--- config.mk ---
export PLATFORM = sky130hd
export DESIGN_NAME = controle_rodadas
export DESIGN_NICKNAME = d
export VERILOG_FILES = /design/src/rtl/controle_rodadas.sv
export SDC_FILE = /design/constraint.sdc
export NUM_CORES = 1
export LEC_CHECK = 0
export BUFFER_PORTS_ARGS = -buffer_cell sky130_fd_sc_hd__buf_2
export CAP_MARGIN = 20
export CORE_AREA = 5 5 42 44
export CTS_CLUSTER_DIAMETER = 60
export DETAILED_ROUTE_END_ITERATION = 7
export DIE_AREA = 0 0 47 49
export PLACE_DENSITY_LB_ADDON = 0.15
export SYNTH_ARGS = -nofsm -noshare
export SYNTH_HDL_FRONTEND = slang
export SYNTH_SLANG_ARGS = --single-unit
--- constraint.sdc ---
create_clock -name clock -period 2.4 [get_ports clock]
set_input_delay 0 -clock clock [delete_from_list [all_inputs] [get_ports clock]]
set_output_delay 0 -clock clock [all_outputs]
set_load 0.05 [all_outputs]
--- src/rtl/controle_rodadas.sv ---
// controle_rodadas: Moore control unit sequencing the round-based memory game.
// Optional macro TIMEOUT_EN enables the ESPERA timer and the FIM_TIMEOUT state.
module controle_rodadas #(
   parameter int TIMEOUT_CYCLES = 5000
) (
   input  logic       clock,
   input  logic       reset,
   input  logic       iniciar,
   input  logic       jogada,
   input  logic       igual,
   input  logic       enderecoIgualLimite,
   input  logic       fimL,
   output logic       zeraE,
   output logic       contaE,
   output logic       zeraL,
   output logic       contaL,
   output logic       zeraR,
   output logic       registraR,
   output logic       pronto,
   output logic       acertou,
   output logic       errou,
   output logic       timeout,
   output logic [3:0] db_estado
);

   typedef enum logic [3:0] {
      INICIAL        = 4'h0,
      PREPARA        = 4'h1,
      NOVA_RODADA    = 4'h2,
      ESPERA         = 4'h3,
      REGISTRA       = 4'h4,
      COMPARA        = 4'h5,
      PROXIMO        = 4'h6,
      PROXIMA_RODADA = 4'h7,
      FIM_ACERTO     = 4'hA,
      FIM_TIMEOUT    = 4'hD,
      FIM_ERRO       = 4'hE
   } t_estado;

   // Output bit order:
   // {zeraE, contaE, zeraL, contaL, zeraR, registraR,
   //  pronto, acertou, errou, timeout}
   t_estado    r_estado;
   t_estado    w_proximo;
   logic [9:0] r_saida;
   logic       w_expirou;

   if (TIMEOUT_CYCLES < 2) begin : g_param_invalido
      $error("TIMEOUT_CYCLES must be at least 2");
   end

   // Output decode of a state; used on the next state so outputs are registered
   function automatic logic [9:0] f_saida(input t_estado e);
      logic [9:0] s;
      s = '0;
      unique case (e)
         PREPARA:        s = 10'b1010100000;
         NOVA_RODADA:    s = 10'b1000100000;
         REGISTRA:       s = 10'b0000010000;
         PROXIMO:        s = 10'b0100000000;
         PROXIMA_RODADA: s = 10'b0001000000;
         FIM_ACERTO:     s = 10'b0000001100;
         FIM_ERRO:       s = 10'b0000001010;
`ifdef TIMEOUT_EN
         FIM_TIMEOUT:    s = 10'b0000001011;
`endif
         default:        s = '0;
      endcase
      return s;
   endfunction

`ifdef TIMEOUT_EN
   localparam int TW = $clog2(TIMEOUT_CYCLES);

   logic [TW-1:0] r_timer;

   assign w_expirou = (r_timer == TW'(TIMEOUT_CYCLES - 1));

   // Count cycles spent waiting in ESPERA; zero whenever not staying there
   always_ff @(posedge clock or negedge reset) begin
      if (!reset) begin
         r_timer <= '0;
      end else if (r_estado == ESPERA && w_proximo == ESPERA) begin
         r_timer <= r_timer + TW'(1);
      end else begin
         r_timer <= '0;
      end
   end
`else
   assign w_expirou = 1'b0;
`endif

   // Next-state rules; jogada beats an expiring timer in ESPERA
   always_comb begin
      w_proximo = r_estado;
      unique case (r_estado)
         INICIAL: begin
            if (iniciar) w_proximo = PREPARA;
         end
         PREPARA:        w_proximo = NOVA_RODADA;
         NOVA_RODADA:    w_proximo = ESPERA;
         ESPERA: begin
`ifdef TIMEOUT_EN
            if (jogada)         w_proximo = REGISTRA;
            else if (w_expirou) w_proximo = FIM_TIMEOUT;
`else
            if (jogada)         w_proximo = REGISTRA;
            else if (w_expirou) w_proximo = INICIAL;
`endif
         end
         REGISTRA:       w_proximo = COMPARA;
         COMPARA: begin
            if (!igual)
               w_proximo = FIM_ERRO;
            else if (enderecoIgualLimite && fimL)
               w_proximo = FIM_ACERTO;
            else if (enderecoIgualLimite)
               w_proximo = PROXIMA_RODADA;
            else
               w_proximo = PROXIMO;
         end
         PROXIMO:        w_proximo = ESPERA;
         PROXIMA_RODADA: w_proximo = NOVA_RODADA;
         FIM_ACERTO,
         FIM_ERRO: begin
            if (iniciar) w_proximo = PREPARA;
         end
`ifdef TIMEOUT_EN
         FIM_TIMEOUT: begin
            if (iniciar) w_proximo = PREPARA;
         end
`endif
         default:        w_proximo = INICIAL;
      endcase
   end

   // State register with outputs registered alongside it
   always_ff @(posedge clock or negedge reset) begin
      if (!reset) begin
         r_estado <= INICIAL;
         r_saida  <= '0;
      end else begin
         r_estado <= w_proximo;
         r_saida  <= f_saida(w_proximo);
      end
   end

   assign zeraE     = r_saida[9];
   assign contaE    = r_saida[8];
   assign zeraL     = r_saida[7];
   assign contaL    = r_saida[6];
   assign zeraR     = r_saida[5];
   assign registraR = r_saida[4];
   assign pronto    = r_saida[3];
   assign acertou   = r_saida[2];
   assign errou     = r_saida[1];
`ifdef TIMEOUT_EN
   assign timeout   = r_saida[0];
`else
   assign timeout   = 1'b0;
`endif
   assign db_estado = r_estado;

endmodule
==> impl_metrics.toml <==
[run_status]
status = "completed"

[power]
powerDensity_mw_per_mm2 = 1280
leakage_nw = 0.367
ir_drop_uv = 441

[clocking]
root_buffer = "clkbuf_4"
ctsHoldBuffers = 2
htreeDepth = 1
cts_tree = "done"
cts_resized = 0
cts_buffers = 3
clk_path_buf_depth = 2
clk_pin_slew_ns = 0.08
cts_sinks = 12
postCtsSetupBuffers = 0
insertion_delay_ns = 0.27

[global_routing]
grtUsageTotal_pct = 10.7
grt_pass1_vias = 415
grt_pass1_wl_um = 1770
grt_overflow = 0
antenna_found_initial = 0
grt_max_degree = 13

[synth]
syn_area_um2 = 607
yosysSeqAreaShare_pct = 49.5
syn_avg_cell_area_um2 = 11.7
ys_seq_elements = 12
yosysUniqueCellTypes = 29
yosys_warnings = 0
netlist_instances = 52
syn_nets = 59

[sta]
report.final.slew_viol_count = 0
rsz0062_at_grt = "no"
finalHoldViolCount = 0
fin_skew_ns = 0.00933
fin_setup_tns_ns = 0
min_period_ns = 1.46
clock.fmax_mhz = 687
final.period_utilization_pct = 60.7
setup_viol = 0

[setup_path]
crit_arrival_ns = 1.61
required_ns = 2.56
critical_path.endpoint_type = "register"
worst_path_largest_cell_delay_ns = 0.50
regToRegEndpoint = "r_saida[1]"
path_class = "register to register"
regToRegStartpoint = "db_estado[3]"
slowest_stage = "dfrtp_1"
critPathMaxFanout = 11
reg2regPathDepth = 5
path_cells = "nor2b_1 > o21a_1 > o31ai_4 > inv_1 > and2_1"
cp-start-kind = "register"
timing.reg2reg.setup_slack_ns = 0.94

[placement]
dpl.cell_count = 82
placed_cell_area_um2 = 681
place_congestion = 0.787
io_buffer_count = 19
dpl.hpwl_um = 916

[floorplanning]
dieWidth_um = 47
start_util_pct = 43.3
dieArea_mm2 = 0.00230
die_height_um = 49
io_pins = 21
rows = 14
core_mm2 = 0.00140

[layout]
drive_above_1_share_pct = 41.7
fin_area_um2 = 737
diodes = 0
layout.cells.non_filler = 88
fill_cells = 135
nets = 80
syn_to_final_growth_pct = 21.4
multi_input_area_um2 = 254
regArea_um2 = 300

[drt]
dr.first_iter.drc_count = 6
via_per_inst = 5.19
route.detailed.drc = 0
drt-wirelength-per-cell_um = 13.1
routed_wl_um = 1150
vias = 457
drtAntennaViolNets = 0
drtPass1Iterations = 4

[min_path]
hp-start = "igual"
worstHoldPathCells = 3
min_to = "r_saida[6]"
hold_class = "input pin to register"

[flow_run]
maxCapViolCount = 0
-- stage by stage --
stage / total power, W / hold WS (ns) / utilization, % / worst slack (ns)
6_report: 0.000941 / 0.00540 / 52.6 / 0.944
5_1_grt: 0.000989 / 0.0213 / 52.6 / 0.850
4_1_cts: 0.000950 / 0.00153 / 52.6 / 0.919
3_5_place_dp: 0.000787 / -0.111 / 48.6 / 0.946
3_3_place_gp: 0.000783 / -0.111 / 48.6 / 0.933
2_1_floorplan: 0.000720 / -0.296 / - / 0.769
-- metal layers --
layer  up-vias  track usage, %  share of wire, %
li1        218               -                 -
met1       214            15.0                46
met4         0            8.29               2.2
met2        23            13.8                42
met5         -               0                 0
met3         2            2.21               9.2
-- cells in the final DEF, fill, tap and decap left out, types with 2 or more instances in the layout --
master / instances
and2_1: 3
buf_2: 19
inv_1: 3
clkbuf_4: 3
o21ai_0: 2
nor2_1: 2
dlygate4sd3_1: 2
dfrtp_1: 12
o21a_1: 2
nor3_1: 2
nand2_1: 2
-- report_power, final --
group / internal, W / leakage [nW] / switching, W / total [W]
Clock: 0.0000921 / 0.0210 / 0.0000656 / 0.000158
Combinational: 0.000135 / 0.188 / 0.000321 / 0.000456
Sequential: 0.000252 / 0.158 / 0.0000750 / 0.000327
-- Yosys cell counts --
cell type | number | area share, %
and2_1 | 3 | 3.1
o21ai_0 | 2 | 1.6
buf_4 | 4 | 4.9
dfrtp_1 | 12 | 49
a211o_1 | 1 | 1.4
and2_2 | 1 | 1.2
a31oi_1 | 1 | 1.0
a21oi_2 | 1 | 1.4
nor3_1 | 2 | 1.6
nand4b_1 | 1 | 1.4
nor2b_1 | 1 | 1.0
o21ai_1 | 1 | 0.82
o31ai_4 | 1 | 3.5
nor2_2 | 1 | 1.0
o21a_1 | 2 | 2.5
o21bai_1 | 1 | 1.2
a21boi_0 | 1 | 1.2
o22ai_1 | 1 | 1.0
conb_1 | 1 | 0.62
inv_1 | 3 | 1.9
or3_1 | 1 | 1.0
nand2b_1 | 1 | 1.0
o211ai_1 | 1 | 1.2
nand2_1 | 2 | 1.2
nand4bb_4 | 1 | 4.5
buf_6 | 1 | 1.9
nor4_2 | 1 | 2.1
a31oi_4 | 1 | 3.5
nor2_1 | 2 | 1.2
-- worst max-delay path: cells and delay by family, from the launching register on --
family / cells / cell delay, ns
flops: 1 / 0.50
compound gates: 2 / 0.42
simple gates: 2 / 0.34
buf+inv: 1 / 0.08
-- final cells by class --
| cell class | count | area share [%] |
|---|---|---|
| sequential | 12 | 40.7 |
| multi-input combinational | 32 | 34.5 |
| timing repair buffer | 21 | 15.6 |
| clock buffer | 4 | 4.92 |
| tap | 16 | 2.72 |
| inverter | 3 | 1.53 |
-- registers in the layout, indices dropped and copies added, names as in the netlist --
| signal | count |
|---|---|
| db_estado | 4 |
| r_saida | 8 |
-- worst max path at each step --
stage,start,end,slack (ns),depth (start not counted)
final,db_estado[3],r_saida[1],0.94,5
after global routing,db_estado[3],r_saida[1],0.85,5
after CTS,db_estado[3],r_saida[1],0.92,5
after detailed placement,db_estado[3],r_saida[1],0.95,5
after global placement,db_estado[3],r_saida[1],0.93,5
after floorplan,db_estado[3],r_saida[1],0.77,6
-- logic make-up (layout without fill, tap and decap cells) --
logic type / Yosys count / after routing / share of synthesized area, %
other: 1 / 1 / 0.618
buffers and inverters: 8 / 28 / 8.66
DFF: 12 / 12 / 49.5
and+or+nand+nor: 17 / 17 / 20.6
AOI/OAI and AO/OA: 14 / 14 / 20.6
No activity file was read; power rests on OpenSTA's default activity.
